File: src/rtl/bcd_updown_counter_n.sv
// rtl/bcd_updown_counter_n.sv - multi-decade BCD up/down counter with load, terminal count and overflow
module bcd_updown_counter_n #(
    parameter int DIGITS = 4,
    parameter bit WRAP   = 1'b1
) (
    input  logic                clk,
    input  logic                reset,
    input  logic                en,
    input  logic                dir,
    input  logic                load,
    input  logic [4*DIGITS-1:0] load_val,
    output logic [4*DIGITS-1:0] q,
    output logic                tc,
    output logic                ovf
);

    localparam int W = 4 * DIGITS;

    logic [W-1:0] q_q, q_d;
    logic         ovf_q, ovf_d;
    logic [W-1:0] step_val;
    logic [W-1:0] clamp_val;
    logic         at_limit;
    logic         prop;
    logic [3:0]   dig;
    logic         all_nine;
    logic         all_zero;

    // Ripple carry/borrow decade by decade; a carry surviving the top decade marks the limit
    always_comb begin
        step_val = q_q;
        prop     = 1'b1;
        dig      = 4'd0;
        for (int i = 0; i < DIGITS; i++) begin
            dig = q_q[4*i +: 4];
            if (prop) begin
                if (dir) begin
                    if (dig >= 4'd9) begin
                        step_val[4*i +: 4] = 4'd0;
                    end else begin
                        step_val[4*i +: 4] = dig + 4'd1;
                        prop               = 1'b0;
                    end
                end else begin
                    if (dig == 4'd0) begin
                        step_val[4*i +: 4] = 4'd9;
                    end else begin
                        step_val[4*i +: 4] = dig - 4'd1;
                        prop               = 1'b0;
                    end
                end
            end
        end
        at_limit = prop;
    end

    // Clamp each loaded nibble into the BCD range so q never holds an illegal digit
    always_comb begin
        clamp_val = load_val;
        for (int i = 0; i < DIGITS; i++) begin
            if (load_val[4*i +: 4] > 4'd9) begin
                clamp_val[4*i +: 4] = 4'd9;
            end
        end
    end

    // Next-state selection: load beats count, saturating builds hold at the limit
    always_comb begin
        q_d   = q_q;
        ovf_d = 1'b0;
        if (load) begin
            q_d = clamp_val;
        end else if (en) begin
            ovf_d = at_limit;
            if (!at_limit || WRAP) begin
                q_d = step_val;
            end
        end
    end

    // State register with synchronous reset taking priority over load and count
    always_ff @(posedge clk) begin
        if (reset) begin
            q_q   <= '0;
            ovf_q <= 1'b0;
        end else begin
            q_q   <= q_d;
            ovf_q <= ovf_d;
        end
    end

    // Terminal count follows dir combinationally so a direction change shows up immediately
    always_comb begin
        all_nine = 1'b1;
        all_zero = 1'b1;
        for (int i = 0; i < DIGITS; i++) begin
            if (q_q[4*i +: 4] != 4'd9) all_nine = 1'b0;
            if (q_q[4*i +: 4] != 4'd0) all_zero = 1'b0;
        end
        tc = dir ? all_nine : all_zero;
    end

    assign q   = q_q;
    assign ovf = ovf_q;

endmodule

File: config.mk
export PLATFORM = sky130hd
export DESIGN_NAME = bcd_updown_counter_n
export DESIGN_NICKNAME = d
export VERILOG_FILES = /design/src/rtl/bcd_updown_counter_n.sv
export SDC_FILE = /design/constraint.sdc
export NUM_CORES = 1
export LEC_CHECK = 0
export CORE_MARGIN = 5
export CORE_UTILIZATION = 30
export DETAILED_ROUTE_END_ITERATION = 8
export SLEW_MARGIN = 20
export SYNTH_ARGS = -nofsm -noshare
export SYNTH_HDL_FRONTEND = slang
export SYNTH_SLANG_ARGS = --single-unit
File: constraint.sdc
create_clock -name clk -period 2.9 [get_ports clk]
set_input_delay 0.725 -clock clk [delete_from_list [all_inputs] [get_ports clk]]
set_output_delay 0.725 -clock clk [all_outputs]
set_load 0.1 [all_outputs]
==> results.py <==
metrics = {
    "run_status": {
        "outcome": "finished, violations left",
        "violations": "setup timing",
    },
    "synthesis": {
        "ys_warn_count": 0,
        "ys_top_cells_by_count": "nor2_1, a21oi_1, dfxtp_1, inv_1, o21ai_0",
        "synthAdderAreaFrac_pct": 8.86,
        "ys_ff_latch": 17,
        "synth_top_area_share_pct": 18.5,
        "synth_simple_gate_area_share_pct": 28.5,
        "synth_edf_count": 0,
        "synth_compound_area_share_pct": 34.1,
        "async_flop_share_pct": 0,
        "synthTopCellsByArea": "dfxtp_1, ha_1, nor2_1",
        "synth_cell_types": 62,
        "synth_area_leader_cell": "dfxtp_1",
        "avgSynthCellArea_sq_um": 7.29,
        "syn_area_sq_mm": 0.00184,
        "synth.mux.area_fraction_pct": 1.09,
        "syn_inst": 252,
        "synth_xor_area_share_pct": 0.477,
        "ys_seq_area_share_pct": 18.5,
        "synth_fp_nets": 286,
        "synth.most_common_cell": "nor2_1",
        "synth_top_family_by_area": "compound AO/OA/AOI/OAI gates",
        "synthFlopType": "dfxtp_1",
    },
    "critical_path": {
        "crit_start": "q[12]",
        "cp-start-kind": "flop",
        "critPathCaptureType": "output port",
        "worst_ep_arrival_time_ps": 2190,
        "r2r_end": "q[4]",
        "required_ps": 2170,
        "cp_max_fo": 6,
        "crit_buf_inv": 2,
        "r2r_slack_ps": 710,
        "reg2reg_from": "q[0]",
        "slowest_delay_ps": 430,
        "cp_top_family": "simple AND/OR/NAND/NOR gates",
        "critPathCapture": "tc",
        "crit_chain": "inv_6 -> ha_4 -> or3b_4 -> or4_4 -> o41ai_4 -> buf_12",
        "critical_path_class": "reg2out",
        "slowest_stage": "or4_4",
        "worstRegToRegCells": 8,
        "crit_cells": 6,
    },
    "sta": {
        "max_freq_ghz": 0.343,
        "fin_skew_ps": 1.67,
        "slew_violations": 0,
        "layout_setup_ws_ps": -12.3,
        "setup_viol_count_final": 1,
        "finalHoldViolCount": 0,
        "worst-slew-pin-transition_ps": 489,
        "layout_worst_path_cycle_share_pct": 100,
        "rsz0062_at_grt": "true",
        "maxSlewHeadroom_pct": 67.4,
        "finalSetupTns_ps": -12.3,
        "layout_min_cycle_time_ps": 2910,
    },
    "cells_and_area": {
        "antenna_cells": 0,
        "fill_cells": 634,
        "final_nets": 320,
        "syn2layout_area_growth_pct": 29.1,
        "drive_above_1_share_pct": 20.0,
        "final_util_pct": 40.0,
    },
    "drt": {
        "routed_wl_mm": 5.27,
        "drtIter0Drc": 122,
        "vias_per_cell": 5.47,
        "ant_nets": 0,
        "wl_per_cell_microns": 14.6,
        "dr.pass1.iters": 4,
        "num_vias": 1969,
        "drc": 0,
    },
    "cts": {
        "cts_max_level": 1,
        "cts-root-buf": "clkbuf_8",
        "clockBufferDepth": 2,
        "cts.sinks": 17,
        "numCtsBuffers": 3,
        "postCtsSetupBuffers": 0,
        "tritoncts": "yes",
        "clk_pin_slew_ps": 70,
        "insertion_delay_ps": 260,
    },
    "grt": {
        "grt_pass1_vias": 1858,
        "grt_overflow": 0,
        "grt_max_degree": 25,
        "grt_use_total_pct": 14.0,
        "grt_pass1_wl_mm": 8.86,
        "antenna_found_initial": 0,
    },
    "floorplanning": {
        "dieHeight_microns": 88.2,
        "rows": 28,
        "coreArea_sq_mm": 0.00592,
        "start_util_pct": 31.0,
        "die_w_microns": 88.2,
        "die_area_sq_mm": 0.00779,
        "ios": 39,
    },
    "flow_run": {
        "maxCapViolCount": 0,
    },
    "placed_design": {
        "place_congestion": 0.825,
        "port_buffers": 38,
        "place_ws_ps": 5.32,
        "place_hpwl_mm": 3.94,
    },
    "power_and_ir_drop": {
        "ir_worst_vdd_mv": 0.133,
        "total_leakage_power_uw": 0.000900,
        "power_density_mw_per_mm2": 379,
    },
    "min_path": {
        "hp-class": "reg2reg",
    },
}
-- layer usage --
| metal | GRT usage (%) | share of wire [%] | up-vias |
|---|---|---|---|
| met1 | 18.8 | 47 | 924 |
| li1 | - | - | 1001 |
| met3 | 2.42 | 4.3 | 4 |
| met2 | 23.2 | 48 | 40 |
| met4 | 3.43 | 0.84 | 0 |
| met5 | 0 | 0 | - |
-- power breakdown --
group / leakage [uW] / internal (uW) / total [uW] / switching (uW)
logic: 0.000730 / 153 / 419 / 266
registers: 0.000145 / 249 / 290 / 41.4
clock network: 0.0000255 / 95.7 / 189 / 93.6
-- placed cells by master, fill, tap and decap left out, types with 2 or more instances in the layout --
master	n
buf_4	27
nor3b_1	7
or3b_1	2
o31ai_1	4
o22ai_1	2
dfxtp_4	5
inv_6	2
nand3_1	6
o21ai_0	16
o21bai_1	3
a31oi_1	10
a211oi_1	4
dfxtp_2	3
inv_1	14
nand2b_1	8
o211ai_1	5
o31a_1	2
nand4_1	3
nand2_1	15
nor3_1	9
a21oi_1	17
a311o_1	2
nor2_1	29
dfxtp_1	9
ha_1	12
mux2i_1	2
o221ai_1	2
a311oi_1	2
or2_2	2
clkdlybuf4s50_1	20
clkbuf_8	3
a21o_1	2
-- through the flow --
| stage | cell area [sq um] | hold slack [ps] | power, uW | instances |
|---|---|---|---|---|
| 2_1_floorplan | 1890 | 692 | 603 | 252 |
| 3_3_place_gp | 2320 | 549 | 708 | 356 |
| 3_5_place_dp | 2320 | 562 | 712 | 356 |
| 4_1_cts | 2360 | 577 | 906 | 360 |
| 5_1_grt | 2370 | 610 | 952 | 360 |
| 6_report | 2370 | 582 | 899 | 360 |
-- area by class of cell --
class | instances | area [sq um] | area share, %
clock inverters | 1 | 5.00 | 0.211
inverters | 17 | 73.8 | 3.11
multi-input cells | 199 | 1370 | 57.8
repair buffers | 48 | 423 | 17.8
clock buffers | 3 | 41.3 | 1.74
flip-flops and latches | 17 | 363 | 15.3
well taps | 75 | 93.8 | 3.96
-- tightest hold or removal path: stages (launching register included) --
cell and delay [ps]:
dfxtp_2 370, o21ai_0 110, a221oi_2 60
-- sequential cells by signal, summed over array words and instances (netlist names) --
signal  cells
q          16
ovf         1
-- kinds of logic after synthesis --
| family | after synthesis |
|---|---|
| simple gates | 96 |
| mux | 2 |
| fa+ha+maj | 13 |
| xor+xnor | 1 |
| compound gates | 87 |
| flops | 17 |
| buf+inv | 36 |
-- timing repair --
action,4_1_cts,5_1_grt
hold buffers,0,0
setup endpoints to repair,1,1
resized for setup,0,3
-- worst min-delay path by stage --
stage	endpoint	start	cells past startpoint	slack, ps
5_1_grt	q[10]	q[10]	2	610
3_3_place_gp	q[10]	q[10]	2	550
3_5_place_dp	q[10]	q[10]	2	560
4_1_cts	q[10]	q[10]	2	580
6_report	q[10]	q[10]	2	580
2_1_floorplan	q[9]	q[9]	2	690
Note: power is estimated with default switching activity, not from simulation.
==> patch, RTL diff (same settings) <==
`q_q` no longer has a reset.
--- a/src/rtl/bcd_updown_counter_n.sv
+++ b/src/rtl/bcd_updown_counter_n.sv
@@ -81,12 +81,14 @@
     // State register with synchronous reset taking priority over load and count
     always_ff @(posedge clk) begin
         if (reset) begin
-            q_q   <= '0;
             ovf_q <= 1'b0;
         end else begin
-            q_q   <= q_d;
             ovf_q <= ovf_d;
         end
+    end
+
+    always_ff @(posedge clk) begin
+        q_q <= q_d;
     end
 
     // Terminal count follows dir combinationally so a direction change shows up immediately
Function: changed (a bounded check fails within 4 cycles, from zero or initial values and one cycle with reset high).
==> patch against the original RTL <==
- via count is 21% lower
- critical path type unchanged
- critical path depth is 1 higher
- final area is 6.7% lower
- sequential power is 20% higher
- sequential share of layout area is 7.3 points higher
- wire length is 20% lower
- first-iteration DRC count is 54% lower
- area after synthesis is 8.6% lower
- sequential cell count stayed put
- total power is 15% higher
- worst setup slack better by 0.16 ns
- cell count is 15% lower
==> patch: results (changes against the original RTL) <==
[metrics] met2 Use GR: 20.1% (was 23.2%)
[metrics] number of instances in the synthesized netlist: 188 (was 252)
[metrics] total leakage power: 0.860 nW (was 0.900 nW)
[metrics] number of non-filler instances in the completed layout: 305 (was 360)
[metrics] total half-perimeter wirelength after legalization and detailed placement: 3380 um (was 3940 um)
[metrics] count of nets after finishing: 268 (was 320)
[metrics] met3 capacity usage during global routing: 2.52% (was 2.42%)
[metrics] combinational fraction of design power: 48.9% (was 46.7%)
[metrics] Initial DRC Count: 56 (was 122)
[metrics] outcome: completed (was finished with violations)
[metrics] routed wire length: 4220 um (was 5270 um)
[metrics] Post-Place Setup Slack: 0.163 ns (was 0.00532 ns)
[metrics] proportion of synthesized chip area in sequential cells: 29.8% (was 18.5%)
[metrics] largest net degree at the start of global routing: 19 (was 25)
[metrics] share of final-layout standard cells stronger than drive strength 1: 21.9% (was 20.0%)
[metrics] first-pass GRT wire length: 7290 um (was 8860 um)
[metrics] setup clock skew after layout: 0.00740 ns (was 0.00167 ns)
[metrics] global-route usage over all layers: 12.2% (was 14.0%)
[metrics] slew margin rel.: 65.9% (was 67.4%)
[metrics] power density over the cells: 469 mW/mm^2 (was 379 mW/mm^2)
[metrics] Max rail drop VDD: 0.228 mV (was 0.133 mV)
[metrics] Arrival @ worst endpoint: 2.03 ns (was 2.19 ns)
[metrics] dominant synthesized flop cell: edfxtp_1 (was dfxtp_1)
[metrics] placed cell areas: 0.00214 sq mm (was 0.00232 sq mm)
[metrics] Cell variety after synth: 52 (was 62)
==> patch: cell types whose count changed after synthesis, moves of 5 or more <==
cell      delta
dfxtp_1     -16
edfxtp_1    +16
nor2_1      -14
clkbuf_1     -8
nand2_1      -8
nor3_1       -8
nor3b_1      -6
a21oi_1      -5
nor2b_1      +5
xnor2_1      +5
==> patch: cells by family after synthesis <==
family,count (synthesis),share of synthesized area (%)
flops,17,29.8
fa+ha+maj,13,9.69
mux,2,1.27
xor+xnor,7,3.65
buf+inv,24,6.71
simple gates,58,21.6
compound gates,67,27.3
==> patch: metal layers <==
layer | part of all wire [%] | wire length [um]
met4 | 0.54 | 23
met1 | 46 | 1950
met2 | 48 | 2020
met5 | 0 | 0
met3 | 5.5 | 231
==> patch: what timing repair did <==
item / in CTS / in global routing
setup buffers: 0 / 2
endpoints found under the setup margin: 0 / 1
gates resized for setup: 0 / 2
==> patch: worst paths after layout <==
path	cells past startpoint	end	slack (ns)	from
max	7	tc	0.15	q[5]$_DFFE_PP_
min	3	q[12]$_DFFE_PP_	0.78	q[12]$_DFFE_PP_
max reg2reg	7	q[9]$_DFFE_PP_	0.84	q[0]$_DFFE_PP_
min reg2reg	3	q[12]$_DFFE_PP_	0.78	q[12]$_DFFE_PP_
==> patch: area by class of cell <==
cell class,count,area (sq um)
repair buffers,49,430
well taps,72,90.1
flip-flops and latches,17,500
inverters,16,60.1
clock inverters,1,5.00
multi-input cells,147,1080
clock buffers,3,41.3
fillers,557,3260
==> patch: critical path: stages, from the launching register on <==
cell,delay (ns)
edfxtp_1,0.44
inv_1,0.11
ha_1,0.23
or3b_1,0.45
nor2_1,0.12
nand3_1,0.13
o21ai_4,0.10
buf_12,0.19
